### src/rtl/mac_pkg.sv
// mac_pkg
//   Shared types and constants for the shift-and-add MAC datapath.
//   - mac_state_t : controller states (IDLE, MULT, ACC)
//   - MAC_WIDTH_DEFAULT / MAC_ACC_WIDTH_DEFAULT : default operand and
//     accumulator widths
//   - cnt_width() : bit-counter width for a given operand width
package mac_pkg;

  localparam int MAC_WIDTH_DEFAULT     = 8;
  localparam int MAC_ACC_WIDTH_DEFAULT = 20;

  typedef enum logic [1:0] {
    ST_IDLE = 2'd0,
    ST_MULT = 2'd1,
    ST_ACC  = 2'd2
  } mac_state_t;

  // The counter indexes multiplier bits 0..w-1, so clog2(w) bits suffice.
  // It is clamped to at least one bit so that a degenerate width still
  // yields a legal vector.
  function automatic int cnt_width(input int w);
    int cw;
    cw = $clog2(w);
    if (cw < 1) cw = 1;
    return cw;
  endfunction

endpackage

### src/rtl/pp_gen.sv
// pp_gen
//   Combinational partial-product generator for the shift-and-add
//   multiplier: the multiplicand ANDed with one replicated multiplier bit.
//
// Ports
//   a      in  WIDTH  multiplicand
//   bit_in in  1      current multiplier bit
//   pp     out WIDTH  partial product (a when bit_in=1, else 0)
module pp_gen #(
  parameter int WIDTH = 8
) (
  input  logic [WIDTH-1:0] a,
  input  logic             bit_in,
  output logic [WIDTH-1:0] pp
);

  assign pp = a & {WIDTH{bit_in}};

endmodule

### src/rtl/shift_add_mac.sv
// shift_add_mac
//   Sequential unsigned multiply-accumulate. One multiplier bit is consumed
//   per cycle; the finished product is then added into (or, with clear,
//   loaded into) a modulo-2^ACC_WIDTH accumulator. Operands enter through a
//   valid/ready handshake; each result is announced with a one-cycle pulse.
//   One operation takes WIDTH+2 cycles from accept to the next accept.
//
// Ports
//   clk       in  1          clock, rising edge
//   rst       in  1          asynchronous active-high reset
//   in_valid  in  1          a/b/clear are valid
//   in_ready  out 1          operands are accepted this cycle (IDLE only)
//   a         in  WIDTH      multiplicand, unsigned
//   b         in  WIDTH      multiplier, unsigned
//   clear     in  1          product replaces the accumulator instead of adding
//   acc_out   out ACC_WIDTH  accumulator value
//   out_valid out 1          one-cycle pulse after acc_out is updated
//   overflow  out 1          sticky: an accumulate wrapped; cleared by clear
//   busy      out 1          a multiply/accumulate is in progress
//
// state | meaning
// ------+-------------------------------------------------------------
// IDLE  | waiting for in_valid; in_ready=1
// MULT  | WIDTH cycles, one shift-and-add of a partial product per cycle
// ACC   | one cycle, fold product into the accumulator, pulse out_valid
import mac_pkg::*;

module shift_add_mac #(
  parameter int WIDTH     = MAC_WIDTH_DEFAULT,
  parameter int ACC_WIDTH = MAC_ACC_WIDTH_DEFAULT
) (
  input  logic                 clk,
  input  logic                 rst,
  input  logic                 in_valid,
  output logic                 in_ready,
  input  logic [WIDTH-1:0]     a,
  input  logic [WIDTH-1:0]     b,
  input  logic                 clear,
  output logic [ACC_WIDTH-1:0] acc_out,
  output logic                 out_valid,
  output logic                 overflow,
  output logic                 busy
);

  localparam int CNT_W  = cnt_width(WIDTH);
  localparam int PROD_W = 2 * WIDTH;

  mac_state_t              state;
  logic [WIDTH-1:0]        a_q;
  logic [WIDTH-1:0]        b_q;
  logic                    clear_q;
  logic [CNT_W-1:0]        cnt;
  logic [PROD_W-1:0]       product;
  logic [ACC_WIDTH-1:0]    acc;
  logic                    overflow_q;
  logic                    out_valid_q;

  logic [WIDTH-1:0]        pp;
  logic [PROD_W-1:0]       pp_shifted;
  logic [ACC_WIDTH:0]      acc_sum;
  logic                    last_bit;

  pp_gen #(
    .WIDTH (WIDTH)
  ) u_pp_gen (
    .a      (a_q),
    .bit_in (b_q[cnt]),
    .pp     (pp)
  );

  // Partial product placed at its bit weight inside the double-width product.
  assign pp_shifted = {{WIDTH{1'b0}}, pp} << cnt;

  // One extra bit on the sum exposes the carry out of the accumulator.
  assign acc_sum  = {1'b0, acc} + (ACC_WIDTH + 1)'(product);

  assign last_bit = (cnt == CNT_W'(WIDTH - 1));

  always_ff @(posedge clk or posedge rst) begin
    if (rst) begin
      state       <= ST_IDLE;
      a_q         <= '0;
      b_q         <= '0;
      clear_q     <= 1'b0;
      cnt         <= '0;
      product     <= '0;
      acc         <= '0;
      overflow_q  <= 1'b0;
      out_valid_q <= 1'b0;
    end else begin
      out_valid_q <= 1'b0;
      case (state)
        ST_IDLE: begin
          if (in_valid) begin
            a_q     <= a;
            b_q     <= b;
            clear_q <= clear;
            cnt     <= '0;
            product <= '0;
            state   <= ST_MULT;
          end
        end

        ST_MULT: begin
          product <= product + pp_shifted;
          if (last_bit) begin
            state <= ST_ACC;
          end else begin
            cnt <= cnt + CNT_W'(1);
          end
        end

        ST_ACC: begin
          if (clear_q) begin
            acc        <= ACC_WIDTH'(product);
            overflow_q <= 1'b0;
          end else begin
            acc <= acc_sum[ACC_WIDTH-1:0];
            if (acc_sum[ACC_WIDTH]) begin
              overflow_q <= 1'b1;
            end
          end
          out_valid_q <= 1'b1;
          state       <= ST_IDLE;
        end

        default: begin
          state <= ST_IDLE;
        end
      endcase
    end
  end

  // Both are decoded straight from the state register, so neither has a
  // combinational path from in_valid.
  assign in_ready  = (state == ST_IDLE);
  assign busy      = (state != ST_IDLE);

  assign acc_out   = acc;
  assign overflow  = overflow_q;
  assign out_valid = out_valid_q;

endmodule

### config.mk
export PLATFORM = sky130hd
export DESIGN_NAME = shift_add_mac
export DESIGN_NICKNAME = d
export VERILOG_FILES = /design/src/rtl/mac_pkg.sv /design/src/rtl/pp_gen.sv /design/src/rtl/shift_add_mac.sv
export SDC_FILE = /design/constraint.sdc
export NUM_CORES = 1
export LEC_CHECK = 0
export ABC_CLOCK_PERIOD_IN_PS = 4500
export CORE_MARGIN = 2
export CORE_UTILIZATION = 30
export CTS_CLUSTER_DIAMETER = 40
export DETAILED_ROUTE_END_ITERATION = 12
export DONT_BUFFER_PORTS = 1
export RECOVER_POWER = 50
export REMOVE_ABC_BUFFERS = 1
export SYNTH_ARGS = -nofsm -noshare
export SYNTH_HDL_FRONTEND = slang
export SYNTH_SLANG_ARGS = --single-unit
### constraint.sdc
create_clock -name clk -period 4.5 [get_ports clk]
set_input_delay 0.9 -clock clk [delete_from_list [all_inputs] [get_ports clk]]
set_output_delay 0.9 -clock clk [all_outputs]
set_load 0.05 [all_outputs]
* Word-level counts from Yosys, hierarchy flattened
Cells that the tools add are included.
Storage, ports and cells: output and inout bits 24, flip-flop bits (word level) 60, input port bits 20
Cells by class: magnitude comparators 1, shifts and indexed selects 1, mux-type cells 14, add/subtract/negate cells 3, reductions and logical operators 9, eq/ne operators 6, bitwise operators 1
Operator list (count):
- 16-bit case mux with 2 select lines | 1
- 20-bit by 16-bit adder with 21-bit output | 1
- 20-bit two-way mux | 1
- 16-bit adder | 1
- 16-bit two-way mux | 1
- 8-bit by 3-bit << shifter with 16-bit output | 1
- 8-bit AND | 1
- 2-bit AND reduction | 4
- 3-bit two-way mux | 2
- 2-bit inequality test (second input constant) | 3
- 3-bit case mux with 2 select lines | 1
- 2-bit nonzero test | 3
- 3-bit by 4-bit less-than comparator with 1-bit output (second input constant) | 1
- 1-bit two-way mux | 4
- 2-bit two-way mux | 2
- 2-bit case mux with 2 select lines | 1
- 3-bit by 1-bit adder with 3-bit output (second input constant) | 1
- 1-bit binary-select mux with 3-bit select | 1
- 3-bit == test (second input constant) | 1
- 3-bit AND reduction | 1
- 2-bit by 1-bit == test with 1-bit output (second input constant) | 1
- 2-bit == test (second input constant) | 1
- 2-bit logical NOT | 1

* Depth between registers and ports, before layout
Gate-level depths: netlist of run 1.
depth in word-level cells 6, depth in mapped cells 15

* Cells and area by module
A second synthesis of run 1 with hierarchy kept.
Second synthesis, totals: cell total of the unflattened synthesis 515, area, all modules 4301.6 sq um
By module, submodules not included:
- shift_add_mac | cells an instance 507, sequential area each 1501.4 sq um, times used 1, area each 4251.6 sq um
- pp_gen | cells an instance 8, sequential area each 0.0 sq um, times used 1, area each 50.0 sq um

* Worst setup path before layout of run 1
OpenSTA, ideal clock, no wires.
path kind flip-flop to flip-flop, start register cnt[0], end register product[12], setup time 0.130 ns, path slack 1.346 ns, data arrival time 3.025 ns, cell stages (with the launch flop) 15, period minus slack after synthesis 3.154 ns, cells stage by stage dfrtp_1 > clkbuf_1 > mux4_2 > nand2b_1 > and2_1 > clkbuf_1 > a21oi_1 > ha_1 > a21o_1 > a21oi_1 > a21o_1 > nand3b_1 > a41oi_1 > xor2_1 > o21ai_1
On the way: cells in the longest elaborated chain, start to end 6
RTL lines:
- start, declared | RTL line shift_add_mac.sv:52 | logic [CNT_W-1:0] cnt;
- start signal, assigned | RTL line shift_add_mac.sv:109 | cnt <= cnt + CNT_W'(1);
- 1-bit binary-select mux with 3-bit select | RTL line shift_add_mac.sv:67 | .bit_in (b_q[cnt]),
- 1-bit two-way mux (not written as such) | RTL line shift_add_mac.sv:67
- 8-bit AND | RTL line pp_gen.sv:17 | assign pp = a & {WIDTH{bit_in}};
- 8-bit by 3-bit << shifter with 16-bit output * | RTL line shift_add_mac.sv:72 | assign pp_shifted = {{WIDTH{1'b0}}, pp} << cnt;
- 16-bit adder * | RTL line shift_add_mac.sv:105 | product <= product + pp_shifted;
- 16-bit case mux with 2 select lines * | RTL line shift_add_mac.sv:92 | case (state)
- end signal, assigned | RTL line shift_add_mac.sv:105
- end, declared | RTL line shift_add_mac.sv:53 | logic [PROD_W-1:0] product;
Mark *: on every way between the ends. The rest lies on a longest branch, timed or not. The select of a mux whose other input is x is not followed. A chain may end at the register's enable or synchronous reset.

* Worst setup path in the final report of run 1
start register cnt[0], end register product[15]
The elaborated chain is that of the path after synthesis.

==> results.py, run 1 <==
metrics = {
    "setup_path": {
        "crit_slowest_cell": "dfrtp_1",
        "crit_buf_inv": 0,
        "slowest_delay_ns": 0.70,
        "cp-end-kind": "flip-flop",
        "required_ns": 4.66,
        "critPathMaxFanout": 17,
        "critPathKind": "flip-flop to flip-flop",
        "startpoint_type": "flip-flop",
        "rrSetupSlack_ns": 0.99,
        "crit_arrival_ns": 3.68,
        "cp_common_cell": "a21oi_1",
        "crit_chain": "mux4_2 > nand2b_1 > and2_1 > a21oi_1 > ha_1 > nand4_1 > a21oi_1 > nor2_1 > o31ai_1 > mux2i_1 > o311ai_1",
        "crit_family": "multiplexers",
    },
    "clock_network": {
        "clk_pin_slew_ns": 0.05,
        "hold_buffers": 0,
        "cts_htree_levels": 3,
        "cts_resized": 0,
        "insertion_delay_ns": 0.33,
        "cts_setup_buffers": 0,
        "cts-root-buf": "clkbuf_16",
        "cts_sinks": 60,
        "cts.path.max_buffers": 2,
        "cts_tree": "done",
        "cts_buffers": 9,
    },
    "grt": {
        "grt_pass1_vias": 3495,
        "grt_overflow": 0,
        "grt_max_degree": 61,
        "track_usage_pct": 13.17,
        "grt_pass1_wl_microns": 17080,
        "antenna_found_initial": 0,
    },
    "logic_synthesis": {
        "synthArstFlopShare_pct": 100.0,
        "ys_types": 57,
        "yosysWarningCount": 0,
        "synth_seq_cells": 60,
        "syn_inst": 510,
        "synth.avg_cell_area_sq_um": 8.525,
        "netlist_area_sq_mm": 0.004348,
        "ys_seq_area_share_pct": 34.53,
        "synth_ff_type": "dfrtp_1",
        "synth-edff-count": 0,
    },
    "floorplanning": {
        "dieArea_sq_mm": 0.01547,
        "row_count": 43,
        "die_h_microns": 124.4,
        "boundaryPins": 44,
        "initial_utilization_pct": 30.96,
        "die_w_microns": 124.4,
        "core_sq_mm": 0.01404,
    },
    "sta": {
        "finalClockSkew_ns": 0.006192,
        "min_period_over_period_pct": 78.10,
        "final.setup.tns_ns": 0,
        "relSlewSlack_pct": 0.08185,
        "slew_viol_final": 0,
        "hold_viol_final": 0,
        "worst_slew_pin_slew_ns": 1.499,
        "setup_viol": 0,
        "period_minus_slack_ns": 3.514,
        "fmax_ghz": 0.2845,
        "rsz0062_at_grt": "false",
    },
    "drt": {
        "drcViolationCount": 0,
        "routed_via_density": 5.096,
        "first_pass_iters": 4,
        "drtIter0Drc": 187,
        "routedWlPerCell_microns": 14.27,
        "routed_wl_microns": 9829,
        "num_vias": 3511,
        "antenna_left": 0,
    },
    "cells_and_area": {
        "design_area_sq_mm": 0.004822,
        "nets": 560,
        "drive_above_1_share_pct": 6.483,
        "synthToLayoutAreaGrowth_pct": 10.91,
        "fin_util_pct": 34.34,
        "antenna_cells": 0,
        "fillers": 1421,
    },
    "min_path": {
        "hold_class": "flip-flop to flip-flop",
    },
    "place": {
        "place_hpwl_microns": 7235,
        "place_area_sq_mm": 0.004527,
        "place.gp.congestion": 0.8731,
        "portBuffers": 0,
    },
    "flow_run": {
        "maxCapViolations": 1,
    },
    "outcome": {
        "violations": "capacitance limit",
        "status": "finished, violations left",
    },
    "power": {
        "leakage_uw": 0.002267,
        "ir_drop_mv": 0.3976,
        "power.density_mw_per_mm2": 826.5,
    },
}
registers in the layout, summed over array words and instances (netlist names):
| name | count |
|---|---|
| overflow | 1 |
| a_q | 8 |
| clear_q | 1 |
| b_q | 8 |
| out_valid | 1 |
| acc_out | 20 |
| cnt | 3 |
| state | 2 |
| product | 16 |
path summary, 6_finish.rpt:
kind,from,endpoint,cells past startpoint
max in group asynchronous,rst,b_q[7]$_DFFE_PP0P_,2
min,b_q[3]$_DFFE_PP0P_,b_q[3]$_DFFE_PP0P_,2
max reg2reg,cnt[0]$_DFFE_PP0P_,product[15]$_DFFE_PP0P_,11
min in group asynchronous,rst,b_q[0]$_DFFE_PP0P_,2
max,cnt[0]$_DFFE_PP0P_,product[15]$_DFFE_PP0P_,11
min reg2reg,b_q[3]$_DFFE_PP0P_,b_q[3]$_DFFE_PP0P_,2
Yosys cell counts (4+ instances only):
master    number  area (sq um)
o21a_1         5         37.54
nand4_1        5         31.28
nand2b_1      10         62.56
o21ai_1       27         135.1
mux2_2         6         67.56
inv_1         16         60.06
nor2b_1        7         43.79
nor3_1         6         30.03
clkbuf_1      20         75.07
xor2_1        14         122.6
xnor2_1        7         61.31
ha_1          34         425.4
nand2_1       90         337.8
a21oi_1       39         195.2
nor2_1        39         146.4
mux2i_1       15         150.1
o21ai_0        9         45.04
a21o_1        19         142.6
a31oi_1        4         25.02
dfrtp_1       60          1501
and3_1         7         43.79
nand3_1       21         105.1
metrics by stage:
step / std cells / setup WS, ns / power (uW) / hold slack, ns
4_1_cts: 689 / 0.9594 / 4017 / 0.4803
5_1_grt: 689 / 0.6314 / 4353 / 0.5148
2_1_floorplan: 488 / 1.395 / 2845 / 0.4403
6_report: 689 / 0.9855 / 3986 / 0.4811
3_5_place_dp: 673 / 0.9740 / 3294 / 0.4679
3_3_place_gp: 673 / 1.172 / 3233 / 0.4720
power by group:
| part | internal, uW | switching [uW] |
|---|---|---|
| logic | 842 | 1150 |
| registers | 759 | 525 |
| clock network | 459 | 246 |
| total | 2060 | 1930 |
cells in the final DEF (no fill, tap or decap), types with 5 or more instances in the layout:
cell type	n
a21o_1	19
a21oi_1	39
and3_1	7
clkbuf_16	9
dfrtp_1	60
ha_1	34
inv_1	16
mux2_2	6
mux2i_1	15
nand2_1	90
nand2b_1	10
nand3_1	21
nand4_1	5
nor2_1	39
nor2b_1	7
nor3_1	6
o21a_1	5
o21ai_0	9
o21ai_1	27
xnor2_1	7
xor2_1	14
cell families after synthesis:
family | share of synthesized area [%]
simple gates | 20.06
compound gates | 20.86
flops | 34.53
buf+inv | 3.309
fa+ha+maj | 10.71
mux | 6.302
xor+xnor | 4.230
worst reg2reg max path, cell delays in order (launching register included):
cell      delay [ns]
dfrtp_1         0.70
mux4_2          0.58
nand2b_1        0.16
and2_1          0.27
a21oi_1         0.08
ha_1            0.37
nand4_1         0.13
a21oi_1         0.22
nor2_1          0.11
o31ai_1         0.34
mux2i_1         0.24
o311ai_1        0.13
routing by layer:
metal  wire length [microns]  global-route usage, %
met1                    4822                  17.72
met2                    4332                  20.86
met3                     568                  3.393
met4                     106                  3.833
met5                       0                      0
final cells by class:
cell class                 instances  area (sq um)  share of cell area, %
inverter                          16         60.06                  1.245
timing repair buffer               5         27.53                 0.5708
sequential                        60          1501                  31.14
clock inverter                     3         45.04                 0.9341
tap                              180         225.2                  4.670
multi-input combinational        412          2703                  56.05
clock buffer                      13         260.3                  5.397
(Power assumes the default switching activity.)
==> run 2, diff against run 1 <==
--- a/config.mk
+++ b/config.mk
@@ -5,7 +5,7 @@
 export SDC_FILE = /design/constraint.sdc
 export NUM_CORES = 1
 export LEC_CHECK = 0
-export ABC_CLOCK_PERIOD_IN_PS = 4500
+export ABC_CLOCK_PERIOD_IN_PS = 3150
 export CORE_MARGIN = 2
 export CORE_UTILIZATION = 30
 export CTS_CLUSTER_DIAMETER = 40
==> constraint.sdc (replaced) <==
create_clock -name clk -period 3.15 [get_ports clk]
set_input_delay 0.63 -clock clk [delete_from_list [all_inputs] [get_ports clk]]
set_output_delay 0.63 -clock clk [all_outputs]
set_load 0.05 [all_outputs]
==> run 2 against run 1 <==
Effect of this change: setup slack got worse by 0.84 ns; critical path depth increased by 1; flip-flop and latch count unchanged; cell area increased by 3.8%; fmax increased by 17%; the flow finishes with violations (capacitance limit, slew limit).
==> results.py, run 2 (synthesis gave the netlist of run 1 again) <==
metrics = {
    "flow_run": {
        "maxCapViolations": 1,
    },
    "clock_network": {
        "cts_buffers": 9,
        "cts.path.max_buffers": 2,
        "cts_sinks": 60,
        "cts_htree_levels": 3,
        "insertion_delay_ns": 0.34,
        "cts-root-buf": "clkbuf_16",
        "cts_tree": "done",
        "clk_pin_slew_ns": 0.05,
    },
    "grt": {
        "grt_pass1_vias": 3515,
        "grt_pass1_wl_microns": 17470,
        "antenna_found_initial": 0,
        "grt_overflow": 0,
        "grt_max_degree": 50,
        "track_usage_pct": 13.74,
    },
    "floorplanning": {
        "initial_utilization_pct": 30.96,
        "die_w_microns": 124.4,
        "boundaryPins": 44,
        "dieArea_sq_mm": 0.01547,
        "core_sq_mm": 0.01404,
        "die_h_microns": 124.4,
        "row_count": 43,
    },
    "setup_path": {
        "crit_cells": 12,
        "required_ns": 3.35,
        "crit_slowest_cell": "mux4_2",
        "startpoint_type": "flip-flop",
        "r2r_cells": 12,
        "cp-end-kind": "flip-flop",
        "crit_buf_inv": 1,
        "crit_chain": "buf_4 > mux4_2 > nand2_1 > and2_1 > a21oi_1 > ha_1 > nand4_1 > a21oi_1 > nor2_1 > o31ai_2 > mux2i_1 > o311ai_1",
        "cp_common_cell": "a21oi_1",
        "rr_endpoint": "product[15]$_DFFE_PP0P_",
        "critPathKind": "flip-flop to flip-flop",
        "crit_family": "multiplexers",
        "rrSetupSlack_ns": 0.15,
        "critPathMaxFanout": 5,
        "r2r-start": "cnt[0]$_DFFE_PP0P_",
        "slowest_delay_ns": 0.48,
        "crit_arrival_ns": 3.21,
    },
    "power": {
        "ir_drop_mv": 0.5454,
        "total_power_uw": 5978,
        "power.density_mw_per_mm2": 1194,
        "leakage_uw": 0.002349,
    },
    "place": {
        "place.gp.congestion": 0.8828,
        "portBuffers": 0,
        "place_hpwl_microns": 7730,
        "place_area_sq_mm": 0.004639,
    },
    "sta": {
        "slew_viol_final": 50,
        "finalClockSkew_ns": 0.008007,
        "final.setup.tns_ns": 0,
        "setup_viol": 0,
        "period_minus_slack_ns": 3.002,
        "min_period_over_period_pct": 95.31,
        "hold_viol_final": 0,
        "fmax_ghz": 0.3331,
        "relSlewSlack_pct": -24.73,
        "worst_slew_pin_slew_ns": 1.869,
        "rsz0062_at_grt": "false",
    },
    "cells_and_area": {
        "antenna_cells": 0,
        "design_area_sq_mm": 0.005006,
        "nets": 578,
        "largest_reg_flops": 20,
        "fin_util_pct": 35.65,
        "mostFrequentLayoutCells": "nand2_1, dfrtp_1, nor2_1, a21oi_1, ha_1",
        "synthToLayoutAreaGrowth_pct": 15.14,
        "drive_above_1_share_pct": 11.57,
        "final_common_cell": "nand2_1",
    },
    "drt": {
        "routed_via_density": 5.139,
        "drtIter0Drc": 187,
        "num_vias": 3633,
        "routedWlPerCell_microns": 14.82,
        "antenna_left": 0,
        "first_pass_iters": 4,
        "routed_wl_microns": 10480,
        "drcViolationCount": 0,
    },
    "min_path": {
        "holdPathStages": 2,
        "hold_class": "input pin to flip-flop",
        "hold_end": "b_q[6]$_DFFE_PP0P_",
        "hp-start": "b[6]",
    },
    "outcome": {
        "violations": "capacitance limit, slew limit",
        "status": "finished, violations left",
    },
}
==> run 2: changes by cell type in the layout (fill, tap and decap cells not counted), sizes merged <==
cell	before	now
buf	2	16
clkbuf	16	19
clkinvlp	2	1
clkinv	0	2
==> run 2: repair_timing <==
action / in CTS / in global routing
hold buffers: 0 / 0
buffers inserted: 0 / 3
gates resized for setup: 0 / 14
setup endpoints to repair: 0 / 8
==> run 2: metrics by stage <==
stage               worst slack, ns  std cells  hold WS, ns
floorplan                   0.04465        488       0.4403
global placement             0.1387        688       0.4631
detailed placement          0.06058        688       0.4663
CTS                         0.04488        704       0.3873
global route               0.002600        707       0.3932
finish                       0.1479        707       0.3945
==> run 2: layer usage <==
layer	vias up	wire length, microns	GRT usage [%]
li1	1843	-	-
met1	1699	4890	17.29
met2	80	4987	22.69
met3	11	501	3.780
met4	0	95	4.693
met5	-	0	0
==> run 2: final cells by class <==
class                      count  area (sq um)
tap                          180         225.2
clock buffer                  12         256.5
inverter                      16         60.06
clock inverter                 4         47.55
sequential                    60          1504
timing repair buffer          23         146.4
multi-input combinational    412          2766
fill                        1409          9036
==> run 2: worst max path at each step <==
stage / from / endpoint / slack (ns)
2_1_floorplan: cnt[0]$_DFFE_PP0P_ / product[12]$_DFFE_PP0P_ / 0.04
3_3_place_gp: cnt[0]$_DFFE_PP0P_ / product[14]$_DFFE_PP0P_ / 0.14
3_5_place_dp: cnt[0]$_DFFE_PP0P_ / product[14]$_DFFE_PP0P_ / 0.06
4_1_cts: cnt[0]$_DFFE_PP0P_ / product[14]$_DFFE_PP0P_ / 0.04
5_1_grt: cnt[0]$_DFFE_PP0P_ / product[15]$_DFFE_PP0P_ / 0.003
6_report: cnt[0]$_DFFE_PP0P_ / product[15]$_DFFE_PP0P_ / 0.15
==> run 2: worst register-to-register path, stage by stage (launching register included) <==
cell and delay, ns:
dfrtp_2 0.41, buf_4 0.14, mux4_2 0.48, nand2_1 0.11, and2_1 0.15, a21oi_1 0.05, ha_1 0.38, nand4_1 0.18
a21oi_1 0.24, nor2_1 0.11, o31ai_2 0.29, mux2i_1 0.22, o311ai_1 0.11
==> run 2: report_power, final <==
group          internal (uW)  switching (uW)
combinational           1360            1880
clock                    652             360
sequential              1090             634
==> run 3, diff against run 2 <==
==> constraint.sdc (replaced) <==
create_clock -name clk -period 3.15 [get_ports clk]
set_input_delay 0.63 -clock clk [delete_from_list [all_inputs] [get_ports clk]]
set_output_delay 0.63 -clock clk [all_outputs]
set_load 0.005 [all_outputs]
==> run 3 against run 2 <==
Effect of this change: the flow still finishes with violations (capacitance limit, slew limit); register-to-register slack better by 0.03 ns; sequential power is 13% lower; combinational power is 5% lower; largest cell class unchanged; sequential share of layout area hardly changed; clock skew hardly changed; cell area hardly changed; flip-flop and latch count stayed put; largest power group unchanged; non-clock buffer count is 5 lower; critical path type unchanged; die area stayed put; fmax is 1.0% higher; critical path depth is 1 higher.
==> results.py, run 3 (synthesis gave the netlist of run 1 again) <==
metrics = {
    "sta": {
        "relSlewSlack_pct": -25.21,
        "worst_slew_pin_slew_ns": 1.876,
        "hold_viol_final": 0,
        "period_minus_slack_ns": 2.971,
        "finalClockSkew_ns": 0.007967,
        "min_period_over_period_pct": 94.32,
        "slew_viol_final": 49,
        "setup_viol": 0,
        "fin_hold_ws_ns": 0.4055,
        "final.setup.tns_ns": 0,
        "rsz0062_at_grt": "false",
        "fmax_ghz": 0.3366,
    },
    "clock_network": {
        "insertion_delay_ns": 0.33,
        "hold_buffers": 0,
        "cts.path.max_buffers": 2,
        "clk_pin_slew_ns": 0.05,
        "cts_htree_levels": 3,
        "cts_sinks": 60,
        "cts-root-buf": "clkbuf_16",
        "cts_buffers": 9,
        "cts_tree": "done",
    },
    "cells_and_area": {
        "final_common_cell": "nand2_1",
        "nets": 573,
        "largest_reg_flops": 20,
        "design_area_sq_mm": 0.005005,
        "drive_above_1_share_pct": 11.88,
        "stdcell_count": 702,
        "fillers": 1413,
        "antenna_cells": 0,
        "synthToLayoutAreaGrowth_pct": 15.11,
        "mostFrequentLayoutCells": "nand2_1, dfrtp_1, nor2_1, a21oi_1, ha_1",
    },
    "min_path": {
        "hold_class": "input pin to flip-flop",
        "hold_end": "a_q[1]$_DFFE_PP0P_",
        "holdPathStages": 2,
        "hp-start": "a[1]",
    },
    "setup_path": {
        "crit_arrival_ns": 3.18,
        "crit_family": "compound AO/OA/AOI/OAI gates",
        "r2r-start": "cnt[0]$_DFFE_PP0P_",
        "rr_endpoint": "product[12]$_DFFE_PP0P_",
        "slowest_delay_ns": 0.49,
        "rrSetupSlack_ns": 0.18,
        "required_ns": 3.36,
        "cp-end-kind": "flip-flop",
        "startpoint_type": "flip-flop",
        "critPathKind": "flip-flop to flip-flop",
        "crit_slowest_cell": "mux4_2",
        "critPathMaxFanout": 5,
        "r2r_cells": 13,
        "crit_chain": "buf_4 > mux4_2 > nand2_1 > and2_1 > a21oi_1 > ha_1 > a21o_1 > a21oi_1 > a21o_1 > nand3b_1 > a41oi_2 > xor2_1 > o21ai_1",
        "crit_buf_inv": 1,
    },
    "drt": {
        "antenna_left": 0,
        "drcViolationCount": 0,
        "routed_wl_microns": 10270,
        "first_pass_iters": 5,
        "routedWlPerCell_microns": 14.64,
        "num_vias": 3669,
        "routed_via_density": 5.226,
        "drtIter0Drc": 198,
    },
    "power": {
        "ir_drop_mv": 0.5058,
        "total_power_uw": 5589,
        "leakage_uw": 0.002333,
        "power.density_mw_per_mm2": 1117,
    },
    "floorplanning": {
        "row_count": 43,
        "boundaryPins": 44,
        "initial_utilization_pct": 30.96,
        "die_w_microns": 124.4,
        "core_sq_mm": 0.01404,
        "die_h_microns": 124.4,
        "dieArea_sq_mm": 0.01547,
    },
    "place": {
        "place_hpwl_microns": 7621,
        "portBuffers": 0,
        "dp.cells": 683,
        "place.gp.congestion": 0.8775,
        "place_area_sq_mm": 0.004602,
    },
    "grt": {
        "grt_overflow": 0,
        "grt_pass1_wl_microns": 17230,
        "track_usage_pct": 13.52,
        "grt_pass1_vias": 3548,
        "grt_max_degree": 49,
        "antenna_found_initial": 0,
    },
    "outcome": {
        "status": "finished, violations left",
        "violations": "capacitance limit, slew limit",
    },
    "flow_run": {
        "maxCapViolations": 1,
    },
}
run 3: changes by cell type in the layout (fill, tap and decap cells not counted), moves of 2 or more:
| cell | change |
|---|---|
| clkbuf_1 | -4 |
| clkinv_2 | -2 |
| a21oi_2 | +2 |
| a21oi_1 | -2 |
run 3: layer usage:
metal / vias to the layer above / GRT usage [%] / share of wire (%)
met5: - / 0 / 0
met4: 0 / 4.825 / 1.8
met3: 15 / 3.393 / 4.8
met2: 90 / 21.83 / 45
met1: 1731 / 17.55 / 48
li1: 1833 / - / -
run 3: repair_timing:
| action | 4_1_cts | 5_1_grt |
|---|---|---|
| setup buffers | 0 | 3 |
| gates resized for setup | 0 | 17 |
| endpoints found under the setup margin | 0 | 8 |
run 3: area by class of cell:
type	instances	area, sq um	area share, %
inverter	16	60.06	1.200
sequential	60	1504	30.05
clock buffer	13	260.3	5.200
clock inverter	3	45.04	0.9000
timing repair buffer	18	131.4	2.625
multi-input combinational	412	2779	55.53
tap	180	225.2	4.500
run 3: worst max-delay path by stage:
stage	startpoint	endpoint	slack, ns	cells past startpoint
after floorplan	cnt[0]$_DFFE_PP0P_	product[12]$_DFFE_PP0P_	0.04	12
after global placement	cnt[0]$_DFFE_PP0P_	product[14]$_DFFE_PP0P_	0.14	13
after detailed placement	cnt[0]$_DFFE_PP0P_	product[15]$_DFFE_PP0P_	0.04	12
after CTS	cnt[1]$_DFFE_PP0P_	product[15]$_DFFE_PP0P_	0.03	13
after global routing	cnt[0]$_DFFE_PP0P_	product[15]$_DFFE_PP0P_	0.01	12
final	cnt[0]$_DFFE_PP0P_	product[12]$_DFFE_PP0P_	0.18	13
run 3: stage by stage:
step           utilization (%)  worst slack (ns)
6_report                 35.64            0.1788
5_1_grt                  35.64          0.009683
4_1_cts                  34.95           0.03367
3_5_place_dp             32.77           0.03660
3_3_place_gp             32.77            0.1422
2_1_floorplan                -           0.04465
run 3: where the power goes:
group | internal (uW) | total, uW | switching [uW]
Clock | 655 | 1000 | 347
Combinational | 1370 | 3090 | 1720
Sequential | 1100 | 1500 | 405
Total | 3120 | 5590 | 2470
